**src/rtl/prog_loader_pkg.sv**
```systemverilog
// rtl/prog_loader_pkg.sv - shared constants and state encoding for the program loader
// The CHK state exists only when PROG_LOADER_CHECKSUM_EN is defined.
package prog_loader_pkg;
  localparam int DEFAULT_WORD_BYTES = 3;
  localparam int WORD_W             = 8 * DEFAULT_WORD_BYTES;
  localparam int DEFAULT_ADDR_W     = 8;
  localparam int DEFAULT_DEPTH      = 255;

  typedef enum logic [2:0] {
    IDLE,
    LEN,
    DATA,
    WRITE,
`ifdef PROG_LOADER_CHECKSUM_EN
    CHK,
`endif
    DONE,
    ERR
  } state_e;
endpackage

```
**src/rtl/prog_loader_if.sv**
```systemverilog
// rtl/prog_loader_if.sv - byte stream in, instruction-memory write port out
// master = loader side, slave = byte source plus memory.
interface prog_loader_if
  import prog_loader_pkg::*;
#(
  parameter int ADDR_W    = DEFAULT_ADDR_W,
  parameter int WR_DATA_W = WORD_W
);
  logic [7:0]           in_data;
  logic                 in_valid;
  logic                 in_ready;
  logic                 wr_en;
  logic [ADDR_W-1:0]    wr_addr;
  logic [WR_DATA_W-1:0] wr_data;

  modport master (
    input  in_data, in_valid,
    output in_ready, wr_en, wr_addr, wr_data
  );

  modport slave (
    output in_data, in_valid,
    input  in_ready, wr_en, wr_addr, wr_data
  );
endinterface

```
**src/rtl/prog_loader_word_asm.sv**
```systemverilog
// rtl/prog_loader_word_asm.sv - big-endian byte-to-word shift register
// word_full_o flags the strobe that carries the last byte of a word.
module prog_loader_word_asm #(
  parameter int WORD_BYTES = 3
) (
  input  logic                    clk,
  input  logic                    rst,
  input  logic                    clear_i,
  input  logic                    strobe_i,
  input  logic [7:0]              byte_i,
  output logic [8*WORD_BYTES-1:0] word_o,
  output logic                    word_full_o
);
  localparam int W     = 8 * WORD_BYTES;
  localparam int IDX_W = (WORD_BYTES > 1) ? $clog2(WORD_BYTES) : 1;

  logic [IDX_W-1:0] idx_q;
  logic [W-1:0]     word_q;

  assign word_full_o = strobe_i && (idx_q == IDX_W'(WORD_BYTES - 1));
  assign word_o      = word_q;

  always_ff @(posedge clk) begin
    if (rst || clear_i) begin
      idx_q  <= '0;
      word_q <= '0;
    end else if (strobe_i) begin
      // First byte ends up in the top lane after WORD_BYTES shifts.
      word_q <= (word_q << 8) | W'(byte_i);
      idx_q  <= word_full_o ? '0 : idx_q + IDX_W'(1);
    end
  end
endmodule

```
**src/rtl/prog_loader.sv**
```systemverilog
// rtl/prog_loader.sv - loads a length-prefixed byte stream into instruction memory
// Define PROG_LOADER_CHECKSUM_EN to require a trailing mod-256 checksum byte.
module prog_loader
  import prog_loader_pkg::*;
#(
  parameter int WORD_BYTES = DEFAULT_WORD_BYTES,
  parameter int ADDR_W     = DEFAULT_ADDR_W,
  parameter int DEPTH      = DEFAULT_DEPTH
) (
  input  logic          clk,
  input  logic          rst,
  input  logic          start_i,
  prog_loader_if.master bus,
  output logic          busy_o,
  output logic          done_o,
  output logic          error_o,
  output logic          cpu_hold_o
);
  localparam int WR_W  = 8 * WORD_BYTES;
  localparam int CNT_W = (ADDR_W > 8) ? ADDR_W + 1 : 9;

  state_e            state_q;
  logic              in_ready_q;
  logic              wr_en_q;
  logic              busy_q;
  logic              done_q;
  logic              error_q;
  logic [ADDR_W-1:0] addr_q;
  logic [7:0]        n_q;
`ifdef PROG_LOADER_CHECKSUM_EN
  logic [7:0]        sum_q;
`endif

  logic [WR_W-1:0] word;
  logic            word_full;
  logic            xfer;
  logic            start_ok;
  logic            len_bad;
  logic            last_word;

  assign xfer      = bus.in_valid && in_ready_q;
  assign start_ok  = start_i && (state_q == IDLE || state_q == DONE || state_q == ERR);
  assign len_bad   = (bus.in_data == 8'd0) || (32'(bus.in_data) > 32'(DEPTH));
  assign last_word = (CNT_W'(addr_q) + CNT_W'(1)) == CNT_W'(n_q);

  prog_loader_word_asm #(.WORD_BYTES(WORD_BYTES)) u_word_asm (
    .clk         (clk),
    .rst         (rst),
    .clear_i     (start_ok),
    .strobe_i    (xfer && (state_q == DATA)),
    .byte_i      (bus.in_data),
    .word_o      (word),
    .word_full_o (word_full)
  );

  always_ff @(posedge clk) begin
    if (rst) begin
      state_q    <= IDLE;
      in_ready_q <= 1'b0;
      wr_en_q    <= 1'b0;
      busy_q     <= 1'b0;
      done_q     <= 1'b0;
      error_q    <= 1'b0;
      addr_q     <= '0;
      n_q        <= '0;
`ifdef PROG_LOADER_CHECKSUM_EN
      sum_q      <= '0;
`endif
    end else begin
      wr_en_q <= 1'b0;
      unique case (state_q)
        IDLE, DONE, ERR: begin
          if (start_i) begin
            state_q    <= LEN;
            in_ready_q <= 1'b1;
            busy_q     <= 1'b1;
            done_q     <= 1'b0;
            error_q    <= 1'b0;
            addr_q     <= '0;
            n_q        <= '0;
`ifdef PROG_LOADER_CHECKSUM_EN
            sum_q      <= '0;
`endif
          end
        end
        LEN: begin
          if (xfer) begin
            n_q <= bus.in_data;
`ifdef PROG_LOADER_CHECKSUM_EN
            sum_q <= sum_q + bus.in_data;
`endif
            if (len_bad) begin
              state_q    <= ERR;
              in_ready_q <= 1'b0;
              busy_q     <= 1'b0;
              error_q    <= 1'b1;
            end else begin
              state_q <= DATA;
            end
          end
        end
        DATA: begin
          if (xfer) begin
`ifdef PROG_LOADER_CHECKSUM_EN
            sum_q <= sum_q + bus.in_data;
`endif
            if (word_full) begin
              state_q    <= WRITE;
              in_ready_q <= 1'b0;
              wr_en_q    <= 1'b1;
            end
          end
        end
        WRITE: begin
          // The address stops at N-1 so it never points past the loaded image.
          if (last_word) begin
`ifdef PROG_LOADER_CHECKSUM_EN
            state_q    <= CHK;
            in_ready_q <= 1'b1;
`else
            state_q    <= DONE;
            busy_q     <= 1'b0;
            done_q     <= 1'b1;
`endif
          end else begin
            state_q    <= DATA;
            in_ready_q <= 1'b1;
            addr_q     <= addr_q + ADDR_W'(1);
          end
        end
`ifdef PROG_LOADER_CHECKSUM_EN
        CHK: begin
          if (xfer) begin
            in_ready_q <= 1'b0;
            busy_q     <= 1'b0;
            if ((sum_q + bus.in_data) == 8'd0) begin
              state_q <= DONE;
              done_q  <= 1'b1;
            end else begin
              state_q <= ERR;
              error_q <= 1'b1;
            end
          end
        end
`endif
        default: begin
          state_q    <= IDLE;
          in_ready_q <= 1'b0;
          busy_q     <= 1'b0;
        end
      endcase
    end
  end

  assign bus.in_ready = in_ready_q;
  assign bus.wr_en    = wr_en_q;
  assign bus.wr_addr  = addr_q;
  assign bus.wr_data  = word;
  assign busy_o       = busy_q;
  assign done_o       = done_q;
  assign error_o      = error_q;
  assign cpu_hold_o   = (state_q != IDLE) && (state_q != DONE) && (state_q != ERR);
endmodule

```
**src/flat_wrapper.sv**
```systemverilog
// flat-port wrapper written by rule: the top's interface ports become plain ports
module prog_loader_flat import prog_loader_pkg::*;
#(
  parameter int WORD_BYTES = DEFAULT_WORD_BYTES,
  parameter int ADDR_W     = DEFAULT_ADDR_W,
  parameter int DEPTH      = DEFAULT_DEPTH
)
  (clk, rst, start_i, busy_o, done_o, error_o, cpu_hold_o, bus_in_data, bus_in_valid, bus_in_ready, bus_wr_en, bus_wr_addr, bus_wr_data);
  prog_loader_if #(.ADDR_W(ADDR_W)) bus_i ();
  input  logic clk;
  input  logic rst;
  input  logic start_i;
  output logic busy_o;
  output logic done_o;
  output logic error_o;
  output logic cpu_hold_o;
  input wire logic [$bits(bus_i.in_data)-1:0] bus_in_data;
  input wire logic [$bits(bus_i.in_valid)-1:0] bus_in_valid;
  output wire logic [$bits(bus_i.in_ready)-1:0] bus_in_ready;
  output wire logic [$bits(bus_i.wr_en)-1:0] bus_wr_en;
  output wire logic [$bits(bus_i.wr_addr)-1:0] bus_wr_addr;
  output wire logic [$bits(bus_i.wr_data)-1:0] bus_wr_data;
  assign bus_i.in_data = bus_in_data;
  assign bus_i.in_valid = bus_in_valid;
  assign bus_in_ready = bus_i.in_ready;
  assign bus_wr_en = bus_i.wr_en;
  assign bus_wr_addr = bus_i.wr_addr;
  assign bus_wr_data = bus_i.wr_data;
  prog_loader #(.WORD_BYTES(WORD_BYTES), .ADDR_W(ADDR_W), .DEPTH(DEPTH)) u_core (.clk(clk), .rst(rst), .start_i(start_i), .bus(bus_i), .busy_o(busy_o), .done_o(done_o), .error_o(error_o), .cpu_hold_o(cpu_hold_o));
endmodule
```
**config.mk**
```make
export PLATFORM = sky130hd
export DESIGN_NAME = prog_loader_flat
export DESIGN_NICKNAME = d
export VERILOG_FILES = /design/src/rtl/prog_loader_pkg.sv /design/src/rtl/prog_loader_if.sv /design/src/rtl/prog_loader_word_asm.sv /design/src/rtl/prog_loader.sv /design/src/flat_wrapper.sv
export SDC_FILE = /design/constraint.sdc
export NUM_CORES = 1
export LEC_CHECK = 0
export CAP_MARGIN = 20
export CORE_UTILIZATION = 54
export DETAILED_ROUTE_END_ITERATION = 10
export HOLD_SLACK_MARGIN = 0.03
export PLACE_DENSITY = 0.91
export RECOVER_POWER = 25
export REMOVE_ABC_BUFFERS = 1
export SYNTH_ARGS = -nofsm -noshare
export SYNTH_HDL_FRONTEND = slang
export SYNTH_SLANG_ARGS = --single-unit
```
**constraint.sdc**
```tcl
create_clock -name clk -period 4.25 [get_ports clk]
set_input_delay 0.6375 -clock clk [delete_from_list [all_inputs] [get_ports clk]]
set_output_delay 0.6375 -clock clk [all_outputs]
set_load 0.1 [all_outputs]
```
==> summary.md <==
| Metric | Value |
|---|---|
| Run status | `finished clean` |
| Number of buffers created by CTS | `5` |
| Overall power of the completed layout | `0.00102 W` |
| Worst setup margin | `1.04 ns` |
| CTS H-tree depth | `2` |
| Count of endpoints failing hold in the final timing report | `0` |
| WS Path Type | `in -> reg` |
| Count of input and output buffers | `49` |
| Critical Path Fanout Max | `27` |
| Worst-path clk slew | `0.09 ns` |
| Startpoint Class | `input pin` |
| Top cell type by total area after synthesis | `sky130_fd_sc_hd__dfxtp_1` |
| Area contributors post-synth | `sky130_fd_sc_hd__dfxtp_1 (44%), sky130_fd_sc_hd__nand2_1 (9.8%), sky130_fd_sc_hd__a21oi_1 (7.3%)` |
| Kind of capture point of the worst setup path | `register` |
| Worst R2R End | `u_core.bus.wr_addr[4]$_SDFFE_PP0P_` |
| First-pass GRT wire length | `9070 um` |
| Clock tree from TritonCTS | `built` |
| Count of yosys warnings during synthesis | `0` |
| First-pass DRT Iterations | `5` |
| Flip-flop and latch count after synthesis | `50` |
| Clock root buffer | `sky130_fd_sc_hd__clkbuf_8` |
| Power density of the placed cells | `356 nW/um^2` |
| R2R Setup Slk | `1.47 ns` |
| Area enclosed by the die boundary | `4430 sq um` |
| CP max-delay cell | `sky130_fd_sc_hd__nand2_1` |
| Place WS | `1.56 ns` |
| Cells after Synth | `279` |
| Fin nets | `336` |
| Ys async rst share | `0%` |
| Worst-Skew Late Latency | `0.30 ns` |
| Endpoint with the worst hold slack | `u_core.u_word_asm.word_o[18]$_SDFFE_PP0P_` |
| Average routed wire per standard cell | `14.5 um` |
| Depth of the worst register-to-register path | `7` |
| Vertical die dimension | `66.6 um` |
| FILL cells | `321` |
| Min-delay worst type | `reg -> reg` |
| Final standard cell count with taps included and fillers excluded | `374` |
| Post-Route Skew | `0.00270 ns` |
| Arrival time at the worst endpoint | `3.36 ns` |
| WL final | `5430 um` |
| Post-Place Cells | `366` |
| Antenna violations before repair | `0` |
| Final standard cell utilization of the core | `71.3%` |
| Routability cong. | `0.904` |
| Count of pins on the block boundary | `50` |
| Required time reported for the critical path endpoint | `4.40 ns` |
| Clk sinks | `50` |
| Unrepaired setup endpoints after global routing | `false` |
| Initial standard-cell utilization of the core | `56.3%` |
| Multi-input combinational cell area | `1150 sq um` |
| Max-cap violations | `0` |
| Maximum number of pins on one net before global-route repair | `30` |
| Combined flip-flop and latch cell area | `1000 sq um` |
| CP peak stage delay | `0.80 ns` |
| Fraction of the yosys area taken by sequential cells | `44.4%` |
| Mean Syn Cell Area | `8.07 sq um` |
| Hold depth | `2` |
| Worst hold start | `u_core.u_word_asm.word_o[18]$_SDFFE_PP0P_` |
| Unique masters post-synth | `43` |
| Setup tns final | `0 ns` |
| Routed vias/inst | `6.03` |
| Number of global-route vias before repair | `2017` |
| Final clock period utilization by the worst path | `75.6%` |
| Aggregate global-route resource usage | `26.5%` |
| Number of rows created at floorplan | `23` |
| Peak supply drop | `0.239 mV` |
| Tmin final | `3.21 ns` |
| Pleak | `0.948 nW` |
| Number of pins with negative max-slew slack in the final report | `0` |
| Ratio of cells with drive above 1 in the final layout | `5.56%` |
| Launch instance of the worst register-to-register path | `u_core.bus.wr_addr[0]$_SDFFE_PP0P_` |
| Antenna cell count | `0` |
| Clock Path Buffers | `2` |
| Pin slew with the least headroom to its limit | `1.21 ns` |
| Antenna Violating Nets Remaining | `0` |
| CTS resizes | `0` |
| Routed vias | `2256` |
| DRC violation count after routing | `0` |
| Post-CTS Setup Inserts | `0` |
| Most instantiated flip-flop cell in the synthesis netlist | `sky130_fd_sc_hd__dfxtp_1` |
| Area of the core region | `4000 sq um` |
| Die width | `66.6 um` |
| Fraction of synthesized cell area taken by the top area cell type | `44.4%` |
| Total gr overflow | `0` |
| Number of design-rule violations left by the first detailed-router iteration | `247` |
| List of cells traversed by the critical path | `dlygate4sd3_1, clkbuf_1, inv_1, nand2_1, a21oi_1` |
| HPWL after detailed placement | `3730 um` |
| Area grow syn2layout | `26.7%` |
| Final setup violating endpoints | `0` |
| Number of buffers inserted for hold repair after clock tree synthesis | `0` |
| Normalized max-slew margin | `19.6%` |
| Post-synth EDFFs | `0` |
| Area of the mapped netlist | `2250 sq um` |
| Max frequency | `0.311 GHz` |
## worst max-delay path by stage
stage	startpoint	endpoint	slack [ns]	depth (start not counted)
after floorplan	u_core.bus.in_ready$_SDFFE_PP0P_	u_core.u_word_asm.word_o[0]$_SDFFE_PP0P_	0.94	4
after global placement	u_core.state_q[0]$_SDFFE_PP0P_	cpu_hold_o	1.64	4
after detailed placement	u_core.bus.wr_addr[0]$_SDFFE_PP0P_	u_core.bus.wr_addr[4]$_SDFFE_PP0P_	1.56	7
after CTS	u_core.state_q[0]$_SDFFE_PP0P_	cpu_hold_o	1.25	4
after global routing	rst	u_core.u_word_asm.word_o[0]$_SDFFE_PP0P_	0.78	5
final	rst	u_core.u_word_asm.word_o[5]$_SDFFE_PP0P_	1.04	5
## cells in the final DEF, fill, tap and decap left out, types with 3 or more instances in the layout
| cell | count |
|---|---|
| sky130_fd_sc_hd__nand2_1 | 59 |
| sky130_fd_sc_hd__dfxtp_1 | 50 |
| sky130_fd_sc_hd__clkdlybuf4s50_1 | 37 |
| sky130_fd_sc_hd__a21oi_1 | 33 |
| sky130_fd_sc_hd__nor2_1 | 23 |
| sky130_fd_sc_hd__dlygate4sd3_1 | 12 |
| sky130_fd_sc_hd__o21ai_0 | 11 |
| sky130_fd_sc_hd__a22oi_1 | 9 |
| sky130_fd_sc_hd__xnor2_1 | 8 |
| sky130_fd_sc_hd__inv_1 | 7 |
| sky130_fd_sc_hd__clkbuf_8 | 6 |
| sky130_fd_sc_hd__nand3_1 | 5 |
| sky130_fd_sc_hd__or4_1 | 5 |
| sky130_fd_sc_hd__nor4_1 | 4 |
| sky130_fd_sc_hd__nand4_1 | 4 |
| sky130_fd_sc_hd__a31o_2 | 4 |
| sky130_fd_sc_hd__xor2_1 | 3 |
| sky130_fd_sc_hd__nor3_1 | 3 |
| sky130_fd_sc_hd__a311o_1 | 3 |
| sky130_fd_sc_hd__nor4b_1 | 3 |
| sky130_fd_sc_hd__clkbuf_1 | 3 |
## cell type report
| type | instances | area share [%] |
|---|---|---|
| clock buffer | 6 | 2.89 |
| clock inverter | 2 | 0.570 |
| inverter | 7 | 0.921 |
| multi-input combinational | 206 | 40.5 |
| sequential | 50 | 35.1 |
| tap | 50 | 2.19 |
| timing repair buffer | 53 | 17.9 |
## sequential cells by signal, indices dropped and copies added, names as in the netlist
register,cells
u_core.u_word_asm.word_o,24
u_core.bus.wr_addr,8
u_core.n_q,8
u_core.state_q,3
u_core.u_word_asm.idx_q,2
u_core.bus.in_ready,1
u_core.bus.wr_en,1
u_core.busy_o,1
u_core.done_o,1
u_core.error_o,1
## routing by layer
layer	track usage [%]	share of wire, %
met3	4.28	6.3
met5	0	0
met2	45.1	50
met4	9.57	1.3
met1	33.4	43
## through the flow
stage                     area (sq um)  hold WS, ns
after floorplan                   2180        0.457
after global placement            2770        0.442
after detailed placement          2770        0.446
after CTS                         2860        0.459
after global routing              2850        0.476
final                             2850        0.454
## power by group
group          internal, W  switching, W  total [W]  leakage [nW]
registers         0.000481     0.0000210   0.000502         0.404
logic            0.0000611      0.000157   0.000219         0.496
clock network     0.000134      0.000160   0.000294        0.0478
## synth_stat cells (4+ instances only)
master	n
sky130_fd_sc_hd__a22oi_1	9
sky130_fd_sc_hd__nand4_1	4
sky130_fd_sc_hd__dfxtp_1	50
sky130_fd_sc_hd__a21oi_1	33
sky130_fd_sc_hd__nand3_1	5
sky130_fd_sc_hd__clkbuf_1	13
sky130_fd_sc_hd__nor2_1	23
sky130_fd_sc_hd__nor4_1	5
sky130_fd_sc_hd__or4_1	5
sky130_fd_sc_hd__inv_1	7
sky130_fd_sc_hd__o21ai_0	11
sky130_fd_sc_hd__xnor2_1	8
sky130_fd_sc_hd__a31o_2	4
sky130_fd_sc_hd__nand2_1	59
## cells by family (layout without fill, tap and decap cells)
| kind of cell | Yosys count | in the layout | synth area share [%] |
|---|---|---|---|
| muxes | 1 | 1 | 0.444 |
| buffers and inverters | 23 | 68 | 4.56 |
| DFF | 50 | 50 | 44.4 |
| xor gates and xnor gates | 11 | 11 | 4.28 |
| adders and majority gates | 1 | 1 | 0.555 |
| AOI/OAI and AO/OA | 71 | 71 | 19.5 |
| and+or+nand+nor | 122 | 122 | 26.2 |
## critical path, delay by kind of cell
family	cells	cell delay, ns
buffers and inverters	3	1.80
AO/OA/AOI/OAI	1	0.10
AND/OR/NAND/NOR	1	0.80
Power figures use the tool's default switching activity.
